**src/rtl/mips_pkg.sv**
```systemverilog
// mips_pkg: shared constants and state types for the mini-mips datapath
package mips_pkg;
  localparam int MULT_WIDTH = 8;
  typedef enum logic [1:0] {IDLE, RUN, DONE} mult_state_t;
endpackage

```
**src/rtl/mult_unit.sv**
```systemverilog
// mult_unit: sequential shift-add multiplier producing a 2*WIDTH product as hi/lo; define MULT_SIGNED_EN for two's-complement operands
module mult_unit
  import mips_pkg::*;
#(
  parameter int WIDTH = MULT_WIDTH
) (
  input  logic             clk,
  input  logic             reset,
  input  logic             start,
  input  logic [WIDTH-1:0] a,
  input  logic [WIDTH-1:0] b,
  input  logic             signed_op,
  output logic             busy,
  output logic             done,
  output logic [WIDTH-1:0] hi,
  output logic [WIDTH-1:0] lo
);
  localparam int CW = $clog2(WIDTH);
  mult_state_t state, state_n;
  logic [2*WIDTH-1:0] mcand, acc, acc_n, result;
  logic [WIDTH-1:0] mplier, a_mag, b_mag;
  logic [CW-1:0] count;
  logic last, launch;
`ifdef MULT_SIGNED_EN
  logic neg;
  assign a_mag = (signed_op && a[WIDTH-1]) ? -a : a;
  assign b_mag = (signed_op && b[WIDTH-1]) ? -b : b;
  assign result = neg ? -acc_n : acc_n;
  always_ff @(posedge clk)
    if (reset) neg <= 1'b0;
    else if (launch) neg <= signed_op & (a[WIDTH-1] ^ b[WIDTH-1]);
`else
  logic unused_signed;
  assign unused_signed = signed_op;
  assign a_mag = a;
  assign b_mag = b;
  assign result = acc_n;
`endif
  always_comb begin
    launch = state == IDLE && start;
    last = count == CW'(WIDTH-1);
    acc_n = acc + (mplier[0] ? mcand : '0);
    state_n = state == IDLE ? (start ? RUN : IDLE) :
              state == RUN  ? (last ? DONE : RUN) : IDLE;
  end
  always_ff @(posedge clk)
    if (reset) state <= IDLE;
    else state <= state_n;
  always_ff @(posedge clk)
    if (reset) begin
      mcand <= '0;
      mplier <= '0;
      acc <= '0;
      count <= '0;
      {hi, lo} <= '0;
    end else if (launch) begin
      mcand <= {{WIDTH{1'b0}}, a_mag};
      mplier <= b_mag;
      acc <= '0;
      count <= '0;
    end else if (state == RUN) begin
      acc <= acc_n;
      mcand <= mcand << 1;
      mplier <= mplier >> 1;
      count <= count + 1'b1;
      if (last) {hi, lo} <= result;
    end
  assign busy = state != IDLE;
  assign done = state == DONE;
endmodule
```
**config.mk**
```make
export PLATFORM = sky130hd
export DESIGN_NAME = mult_unit
export DESIGN_NICKNAME = d
export VERILOG_FILES = /design/src/rtl/mips_pkg.sv /design/src/rtl/mult_unit.sv
export SDC_FILE = /design/constraint.sdc
export NUM_CORES = 1
export LEC_CHECK = 0
export ABC_CLOCK_PERIOD_IN_PS = 2800
export CORE_MARGIN = 2
export CORE_UTILIZATION = 26
export DETAILED_ROUTE_END_ITERATION = 6
export GPL_ROUTABILITY_DRIVEN = 0
export RECOVER_POWER = 100
export SLEW_MARGIN = 30
export SYNTH_ARGS = -nofsm -noshare
export SYNTH_HDL_FRONTEND = slang
export SYNTH_SLANG_ARGS = --single-unit
```
**constraint.sdc**
```tcl
create_clock -name clk -period 2.8 [get_ports clk]
set_clock_uncertainty 0.2 [all_clocks]
set_input_delay 0.28 -clock clk [delete_from_list [all_inputs] [get_ports clk]]
set_output_delay 0.28 -clock clk [all_outputs]
set_load 0.05 [all_outputs]
```
==> metrics, run 1 <==
routed wire length per instance=around 14 um; Max stage delay on crit path=~0.35 ns; setup TNS=0 ns; fin. max-slew vios=0; Worst-path clk slew=0.06 ns; root buffer cell=clkbuf_16; Cell Int Power=around 1.7 mW; placeable core region=0.0122 sq mm; Final min period=2.69 ns; htree depth=3; Final period util=0.960; std cell rows=40; Initial Utilization=0.269; FILL cells=~1300; top-level I/O count=38; port bufs=36; Post-Syn Instances=between 400 and 500; crit path kind=flop to flop; endpoint class of the critical path=flop; Max-slew headroom=0.398; sequential area share after synthesis=0.373; CP max FO=15; vias in the first global route=2764; sequential power share=0.399; Hold Vio Cnt, Final=0; Hold Crit Depth=2; maximum vdd drop=0.000263 V; switching share of total power=0.227; fraction of layout cells with a size suffix above 1=0.0950; worst skew pair latency=about 0.33 ns; post-route cell area=0.00410 sq mm; Hold WC Path Type=flop to flop; Routed Antenna Nets=0; CP Data Required Time=around 2.8 ns; Vias=about 3000; Slew @ Worst Pin=0.900 ns; Netlist cell types=55; P per Cell Area=roughly 550 mW/mm^2; final wirelength=roughly 8.4 mm; synthesized area=0.00327 sq mm; first-pass GRT wire length=13.8 mm; f_max=roughly 370 MHz; RSZ-0062 raised after global routing=false; Total Power=2.26 mW; slowest CP cell=ha_1; RR Startpoint=mplier[0]; synth warn=0; gr ovfl total=0; syn_area_per_cell=8.14 sq um; clk sinks=61; fin nets=476; outcome=finished clean; final setup violating endpoints=0; # diodes=0; Hold Startpoint=lo[7]; Pleak=1.62 nW; share of flip-flops with an asynchronous set or reset=0; Net Count, Synth=440; setup ws final=around 0.11 ns; CTS Buf Count=9; Sw Pwr=0.512 mW; Global Route Usage Sum=0.130; FF-to-FF path depth=9; DRT Pass-1 Iters=4; worst endpoint data arrival time=2.70 ns; area grow syn2layout=25.2%; Cell Count, Final, Fillers Out=610; Final HPWL DP=6.02 mm; Critical Path Start Type=flop; Crit. Startpoint=mplier[0]; prevailing post-synth register cell=dfxtp_1; number of remaining DRC errors=0; die height=roughly 120 um; largest net degree at the start of global routing=22; Post-synth EDFFs=0; post-synth top area share=0.373; Post-Place Setup Slack=roughly 0.088 ns; Clock Power Share=0.526; Die W=around 120 um; CTS tree=done; worst-path cell chain=buf_4 -> and2_0 -> ha_1 -> a21o_1 -> a21oi_1 -> a21oi_2 -> o211ai_1 -> nor4_1 -> or3_1; die area=roughly 0.014 sq mm; Post-Place Cells=594; Via density=a little under 5; clock buffer depth=2; synthesized flop and latch total=61; dominant cell type by area after synthesis=dfxtp_1; Logic pwr share=0.074; DRT iter0 DRCs=145; max-cap viol count=0; initial antenna violation count=0; Area contributors post-synth=dfxtp_1 37%, nand2_1 8.7%, a21oi_1 7.8%, ha_1 6.5%, and2_1 3.4%; post-placement cell area=around 0.0038 sq mm
-- worst paths after layout --
kind                  end  slack [ns]
setup reg to reg  acc[13]        0.11
hold reg to reg     lo[7]        0.25
setup / recovery  acc[13]        0.11
hold / removal      lo[7]        0.25
-- kinds of logic (layout without fill, tap and decap cells) --
| logic type | after synthesis | in the layout | synth area share |
|---|---|---|---|
| multiplexers | 5 | 5 | 0.0153 |
| buffers and inverters | 31 | 71 | 0.0550 |
| AND/OR/NAND/NOR | 171 | 171 | 0.259 |
| AO/OA/AOI/OAI | 108 | 108 | 0.205 |
| XOR/XNOR | 8 | 8 | 0.0214 |
| adder cells (fa/ha/maj) | 18 | 18 | 0.0711 |
| flip-flops | 61 | 61 | 0.373 |
-- layout by cell type, fill, tap and decap left out, types with 6 or more instances in the layout --
cell	Yosys	final
nand2_1	76	76
a21o_1	7	7
dlygate4sd3_1	0	18
and2_1	18	13
clkdlybuf4s50_1	0	18
nor3_1	9	9
a22oi_1	14	14
or4_1	7	7
ha_1	17	15
nand3_1	20	20
buf_4	1	11
o21ai_0	7	10
a21oi_1	51	50
nand4_1	6	6
nor2_1	14	14
clkbuf_16	0	9
dfxtp_1	61	61
-- critical path: cells and delay by family, from the launching register on --
family	cells	cell delay, ns
buffers and inverters	1	0.17
adder cells (fa/ha/maj)	1	0.35
flip-flops	1	0.31
AO/OA/AOI/OAI	4	0.92
AND/OR/NAND/NOR	3	0.61
-- synthesized netlist by cell type (7+ instances only) --
cell / n
a21o_1: 7
clkbuf_1: 14
a22oi_1: 14
and2_1: 18
ha_1: 17
o21ai_0: 7
dfxtp_1: 61
nor2_1: 14
nor3_1: 9
a21oi_1: 51
or4_1: 7
nand3_1: 20
nand2_1: 76
-- per-stage QoR --
step / hold WS [ns] / utilization
after detailed placement: 0.249 / 0.311
after global placement: 0.243 / 0.311
after CTS: 0.256 / 0.337
after floorplan: 0.219 / -
after global routing: 0.275 / 0.337
final: 0.255 / 0.337
-- state kept, by name, indices dropped and copies added, names as in the netlist --
register  flops
acc          16
mplier        8
mcand        16
hi            8
state         2
lo            8
count         3
-- layer usage --
layer	vias to the layer above	track usage	part of all wire	wire, um
li1	1501	-	-	-
met1	1409	0.176	0.48	4040
met2	68	0.204	0.46	3850
met3	11	0.0332	0.048	401
met4	0	0.0381	0.014	115
met5	-	0	0	0
-- final cells by class --
cell class,instances,area (sq um),share of cell area
multi-input combinational,310,1880,0.458
sequential,61,1220,0.298
timing repair buffer,51,458,0.112
clock buffer,10,239,0.0583
tap,168,210,0.0513
clock inverter,5,75.1,0.0183
inverter,5,18.8,0.00458
-- power groups by stage --
| stage | combinational (mW) | sequential, mW | clock, mW |
|---|---|---|---|
| after floorplan | 0.111 | 0.917 | 0 |
| after global placement | 0.167 | 0.919 | 0 |
| after detailed placement | 0.170 | 0.920 | 0 |
| after CTS | 0.171 | 0.901 | 1.21 |
| after global routing | 0.184 | 0.904 | 1.24 |
| final | 0.167 | 0.901 | 1.19 |
-- repair_timing --
action / in CTS / in global routing
gates resized for setup: 0 / 4
setup buffers: 0 / 1
setup endpoints to repair: 0 / 4
hold buffers: 0 / 0
(Power assumes the default switching activity.)
==> run 2, diff against run 1 <==
--- a/config.mk
+++ b/config.mk
@@ -7,9 +7,10 @@
 export LEC_CHECK = 0
 export ABC_CLOCK_PERIOD_IN_PS = 2800
 export CORE_MARGIN = 2
-export CORE_UTILIZATION = 26
+export CORE_UTILIZATION = 45
 export DETAILED_ROUTE_END_ITERATION = 6
 export GPL_ROUTABILITY_DRIVEN = 0
+export PLACE_DENSITY = 0.69
 export RECOVER_POWER = 100
 export SLEW_MARGIN = 30
 export SYNTH_ARGS = -nofsm -noshare
==> run 2 against run 1 <==
Effect of this change: sequential power barely moved; power fell by 20%; largest power group is now registers; maximum frequency is 1.1% higher; final cell count decreased by 12%; routed wire length decreased by 9.4%; final area is 5.9% lower; die area shrank 41%; non-clock buffer count shrank 3; first-iteration DRC count shrank 10%; core utilization up 20 points; highest routed layer unchanged; clock power down 37%; register-to-register slack better by 0.03 ns.
==> metrics, run 2 (synthesis results as in run 1) <==
outcome=finished clean; Global Route Usage Sum=0.198 (+0.0678); die area=0.00797 sq mm (-41%); P per Cell Area=468 mW/mm^2 (-15%); fin nets=473 (-0.63%); RSZ-0062 raised after global routing=false; most frequent cells in the layout=76 x nand2_1, 61 x dfxtp_1, 50 x a21oi_1; clk sinks=61 (unchanged); fin. max-slew vios=0 (unchanged); DRT iter0 DRCs=130 (-10%); DRT Pass-1 Iters=4 (unchanged); Max-slew headroom=0.320 (-0.0775); port bufs=36 (unchanged); routed wire length per instance=14.1 um (+2.7%); endpoint class of the critical path=flop; vias in the first global route=2594 (-6.2%); post-placement cell area=0.00368 sq mm (-2.9%); clock buffer depth=2 (unchanged); Top delay family on crit path=simple AND/OR/NAND/NOR gates; crit path kind=flop to flop; initial antenna violation count=0 (unchanged); f_max=376 MHz (+1.1%); FILL cells=701 (-45%); number of remaining DRC errors=0 (unchanged); Routed Antenna Nets=0 (unchanged); Hold Vio Cnt, Final=0 (unchanged); Final HPWL DP=5.33 mm (-11%); largest net degree at the start of global routing=35 (+59%); Post-Place Setup Slack=0.0776 ns (-0.00997 ns); Pleak=1.54 nW (-4.8%); Vias=2926 (-2.1%); Hold-fix buffers, CTS=0 (unchanged); Hold WC Path Type=flop to flop; Final min period=2.66 ns (-0.0279 ns); Initial Utilization=0.459 (+0.189); Critical Path Start Type=flop; std cell rows=31 (-23%); Final period util=0.950 (-0.00998); final hold slack=0.249 ns (-0.00522 ns); CP Data Required Time=2.89 ns (+0.08 ns); Via density=5.44 (+11%); Max stage delay on crit path=0.48 ns (+0.13 ns); Top Registers=acc: 16 flops, mcand: 16 flops; worst skew pair latency=0.34 ns (about the same); Worst-path clk slew=0.07 ns (about the same); setup ws final=0.139 ns (+0.0279 ns); root buffer cell=clkbuf_8; top-level I/O count=38 (unchanged); area grow syn2layout=17.8%; post-route cell area=0.00386 sq mm (-5.9%); Slew @ Worst Pin=1.02 ns (+0.120 ns); final setup violating endpoints=0 (unchanged); final core utilization=0.540 (+0.203); worst-path cell chain=and2_1 -> ha_1 -> fa_2 -> a21oi_2 -> o211a_4 -> nor3b_2 -> o31a_1 -> or4_1 -> nand3_1; # diodes=0 (unchanged); Die W=89.3 um (-23%); setup TNS=0 ns (unchanged); worst endpoint data arrival time=2.75 ns (+0.05 ns); final wirelength=7.61 mm (-9.4%); Buf/Inv on CP=0 (-1); max-cap viol count=0 (unchanged); CTS Buf Count=9 (unchanged); die height=89.3 um (-23%); slowest CP cell=or4_1; first-pass GRT wire length=12.1 mm (-12%); CTS tree=done; placeable core region=0.00714 sq mm (-41%); CP max FO=5 (-10); htree depth=3 (unchanged); maximum vdd drop=0.000271 V (+3.1%); gr ovfl total=0 (unchanged); fraction of layout cells with a size suffix above 1=0.0888 (-0.00618); commonest non-fill, non-tap cell in the layout=nand2_1
==> run 2: tightest hold or removal path, stage by stage (launching register included) <==
cell and delay [ns]:
dfxtp_1 0.30, nand2_1 0.05, a21oi_1 0.05
==> run 2: where the power goes <==
| group | switching [mW] | total, mW | internal [mW] |
|---|---|---|---|
| Clock | 0.344 | 0.745 | 0.401 |
| Combinational | 0.100 | 0.161 | 0.0609 |
| Sequential | 0.0126 | 0.900 | 0.888 |
==> run 2: path summary, 6_finish.rpt <==
check,from,end,slack [ns],depth (start not counted)
worst max-delay path,mplier[0],acc[12],0.14,9
worst min-delay path,lo[5],lo[5],0.25,2
worst max register to register,mplier[0],acc[12],0.14,9
worst min register to register,lo[5],lo[5],0.25,2
==> run 2: area by class of cell <==
type | instances | area, sq um | area share
tap | 99 | 124 | 0.0321
clock buffer | 10 | 128 | 0.0331
inverter | 5 | 18.8 | 0.00487
clock inverter | 5 | 52.6 | 0.0136
sequential | 61 | 1220 | 0.317
timing repair buffer | 48 | 437 | 0.113
multi-input combinational | 310 | 1880 | 0.486
==> run 2: metrics by stage <==
stage	cells	power, mW
floorplan	402	1.03
detailed placement	522	1.08
global route	538	1.87
CTS	537	1.83
global placement	522	1.08
finish	538	1.81
==> run 2: layer usage <==
metal	track usage	routed length, um	share of wire	up-vias
li1	-	-	-	1493
met1	0.263	3680	0.48	1351
met2	0.301	3440	0.45	70
met3	0.0480	364	0.048	12
met4	0.0936	121	0.016	0
met5	0	0	0	-
==> run 2: repair_timing <==
item,in CTS,in global routing
setup endpoints to repair,0,4
resized for setup,0,4
buffers inserted,0,1
==> run 3, diff against run 2 <==
--- a/config.mk
+++ b/config.mk
@@ -6,11 +6,12 @@
 export NUM_CORES = 1
 export LEC_CHECK = 0
 export ABC_CLOCK_PERIOD_IN_PS = 2800
+export CAP_MARGIN = 15
 export CORE_MARGIN = 2
 export CORE_UTILIZATION = 45
 export DETAILED_ROUTE_END_ITERATION = 6
 export GPL_ROUTABILITY_DRIVEN = 0
-export PLACE_DENSITY = 0.69
+export PLACE_DENSITY_LB_ADDON = 0.25
 export RECOVER_POWER = 100
 export SLEW_MARGIN = 30
 export SYNTH_ARGS = -nofsm -noshare
==> run 3 against run 2 <==
Effect of this change: power increased by 6.2%; sequential cell count unchanged; core utilization increased by 0.82 points; largest power group unchanged; highest routed layer unchanged; combinational power about the same; largest cell class unchanged; routed wire length increased by 1.6%; final area increased by 1.5%; via count decreased by 0.65%; clock-buffer cell count unchanged; clock power increased by 15%; register-to-register slack got worse by 0.04 ns; non-clock buffer count decreased by 2; hold slack improved by 0.00060 ns.
==> metrics, run 3 (synthesis results as in run 1) <==
Post-Place Cells=520 (-0.38%); Hold-fix buffers, CTS=0 (unchanged); Hold WC Path Type=flop to flop; die height=89.3 um (unchanged); Final period util=0.964 (+0.0139); htree depth=3 (unchanged); Hold Startpoint=lo[5]; outcome=finished clean; Initial Utilization=0.459 (unchanged); Via density=5.41 (-0.46%); switching share of total power=0.245 (-0.00731); Max-slew headroom=0.355 (+0.0343); CP Data Required Time=2.86 ns (-0.03 ns); Sw Pwr=0.471 mW (+3.2%); Hold Vio Cnt, Final=0 (unchanged); vias in the first global route=2785 (+7.4%); RR Startpoint=mplier[0]; Global Route Usage Sum=0.208 (+0.0107); routed wire length per instance=14.4 um (+1.7%); CTS tree=done; most frequent cells in the layout=76 x nand2_1, 61 x dfxtp_1, 50 x a21oi_1; Slew @ Worst Pin=0.967 ns (-0.0519 ns); # diodes=0 (unchanged); die area=0.00797 sq mm (unchanged); setup slack, reg-to-reg=0.10 ns (-0.04 ns); fin. max-slew vios=0 (unchanged); final wirelength=7.73 mm (+1.6%); clock buffer depth=2 (unchanged); Critical Path Start Type=flop; hold path endpoint=lo[5]; Cell Int Power=1.45 mW (+7.3%); worst reg2reg endpoint=acc[15]; root buffer cell=clkbuf_8; max-cap viol count=0 (unchanged); f_max=370 MHz (-1.4%); endpoint class of the critical path=flop; crit path kind=flop to flop; sequential power share=0.469 (-0.029); Top Registers=acc: 16 flops, mcand: 16 flops; Die W=89.3 um (unchanged); fraction of layout cells with a size suffix above 1=0.0982 (+0.00934); area grow syn2layout=19.6%; Logic pwr share=0.084 (-0.005); std cell rows=31 (unchanged); DRT Pass-1 Iters=4 (unchanged); P per Cell Area=490 mW/mm^2 (+4.6%); first-pass GRT wire length=12.9 mm (+6.6%); Hold Crit Depth=2 (unchanged); FF-to-FF path depth=8 (-1); CTS Buf Count=9 (unchanged); initial antenna violation count=0 (unchanged); port bufs=36 (unchanged); Routed Antenna Nets=0 (unchanged); largest net degree at the start of global routing=36 (+2.9%); worst endpoint data arrival time=2.76 ns (about the same); gr ovfl total=0 (unchanged); worst skew pair latency=0.35 ns (about the same); Final HPWL DP=5.38 mm (+0.93%); placeable core region=0.00714 sq mm (unchanged); top-level I/O count=38 (unchanged); fin nets=471 (-0.42%); Clock Power Share=0.447 (+0.035); DRT iter0 DRCs=119 (-8.5%); Final min period=2.70 ns (+0.0390 ns); Worst-path clk slew=0.07 ns (about the same); final hold slack=0.250 ns (+0.000600 ns); maximum vdd drop=0.000303 V (+12%); clk sinks=61 (unchanged); CP max FO=13 (+8); Total Power=1.92 mW (+6.2%); Vias=2907 (-0.65%); Pleak=1.55 nW (+0.86%); number of remaining DRC errors=0 (unchanged); Cell Count, Final, Fillers Out=537 (-0.19%); commonest non-fill, non-tap cell in the layout=nand2_1; final setup violating endpoints=0 (unchanged)
[run 3: changes by cell type in the layout (fill, tap and decap cells not counted), sizes merged]
| cell | previous run | this run |
|---|---|---|
| clkbuf | 15 | 11 |
| clkinv | 4 | 2 |
| buf | 7 | 9 |
| bufinv | 1 | 2 |
| clkinvlp | 1 | 3 |
[run 3: worst max-delay path by stage]
stage / start / to / cells past startpoint / slack, ns
3_3_place_gp: mplier[0] / acc[12] / 9 / 0.12
4_1_cts: mplier[0] / acc[12] / 9 / 0.04
3_5_place_dp: mplier[0] / acc[12] / 9 / 0.07
2_1_floorplan: mplier[0] / hi[4] / 9 / 0.17
6_report: mplier[0] / acc[15] / 8 / 0.10
5_1_grt: mplier[0] / acc[13] / 8 / -0.06
[run 3: per-layer routing]
| layer | up-vias | global-route usage | share of wire |
|---|---|---|---|
| met5 | - | 0 | 0 |
| met4 | 0 | 0.0760 | 0.0027 |
| met3 | 2 | 0.0619 | 0.065 |
| met2 | 77 | 0.329 | 0.47 |
| met1 | 1341 | 0.270 | 0.46 |
| li1 | 1487 | - | - |
[run 3: area by class of cell]
type | instances | area [sq um]
Tap cell | 99 | 124
Clock inverter | 6 | 87.6
Multi-Input combinational cell | 310 | 1900
Sequential cell | 61 | 1220
Timing Repair Buffer | 46 | 432
Clock buffer | 10 | 128
Inverter | 5 | 18.8
Fill cell | 709 | 3220
[run 3: critical path, stage by stage, from the launching register on]
cell	delay (ns)
dfxtp_1	0.33
buf_4	0.18
and2_1	0.17
ha_2	0.39
nand4_1	0.19
a21oi_4	0.25
a21boi_4	0.11
or4_1	0.56
a31oi_2	0.23
[run 3: timing repair]
item,in CTS,in global routing
buffers inserted,0,1
gates resized for setup,0,7
setup endpoints to repair,0,4
[run 3: per-stage QoR]
step	setup TNS (ns)	instance area [sq um]	setup WS (ns)	utilization
5_1_grt	-0.0927	3920	-0.0604	0.549
4_1_cts	0	3880	0.0415	0.543
3_3_place_gp	0	3660	0.116	0.513
3_5_place_dp	0	3660	0.0746	0.513
2_1_floorplan	0	3270	0.174	-
6_report	0	3920	0.100	0.549
[run 3: power groups by stage]
| stage | clock network, mW | registers (mW) | logic (mW) |
|---|---|---|---|
| 3_3_place_gp | 0 | 0.919 | 0.161 |
| 6_report | 0.857 | 0.901 | 0.161 |
| 3_5_place_dp | 0 | 0.920 | 0.162 |
| 4_1_cts | 0.875 | 0.901 | 0.163 |
| 5_1_grt | 0.912 | 0.903 | 0.176 |
| 2_1_floorplan | 0 | 0.917 | 0.111 |
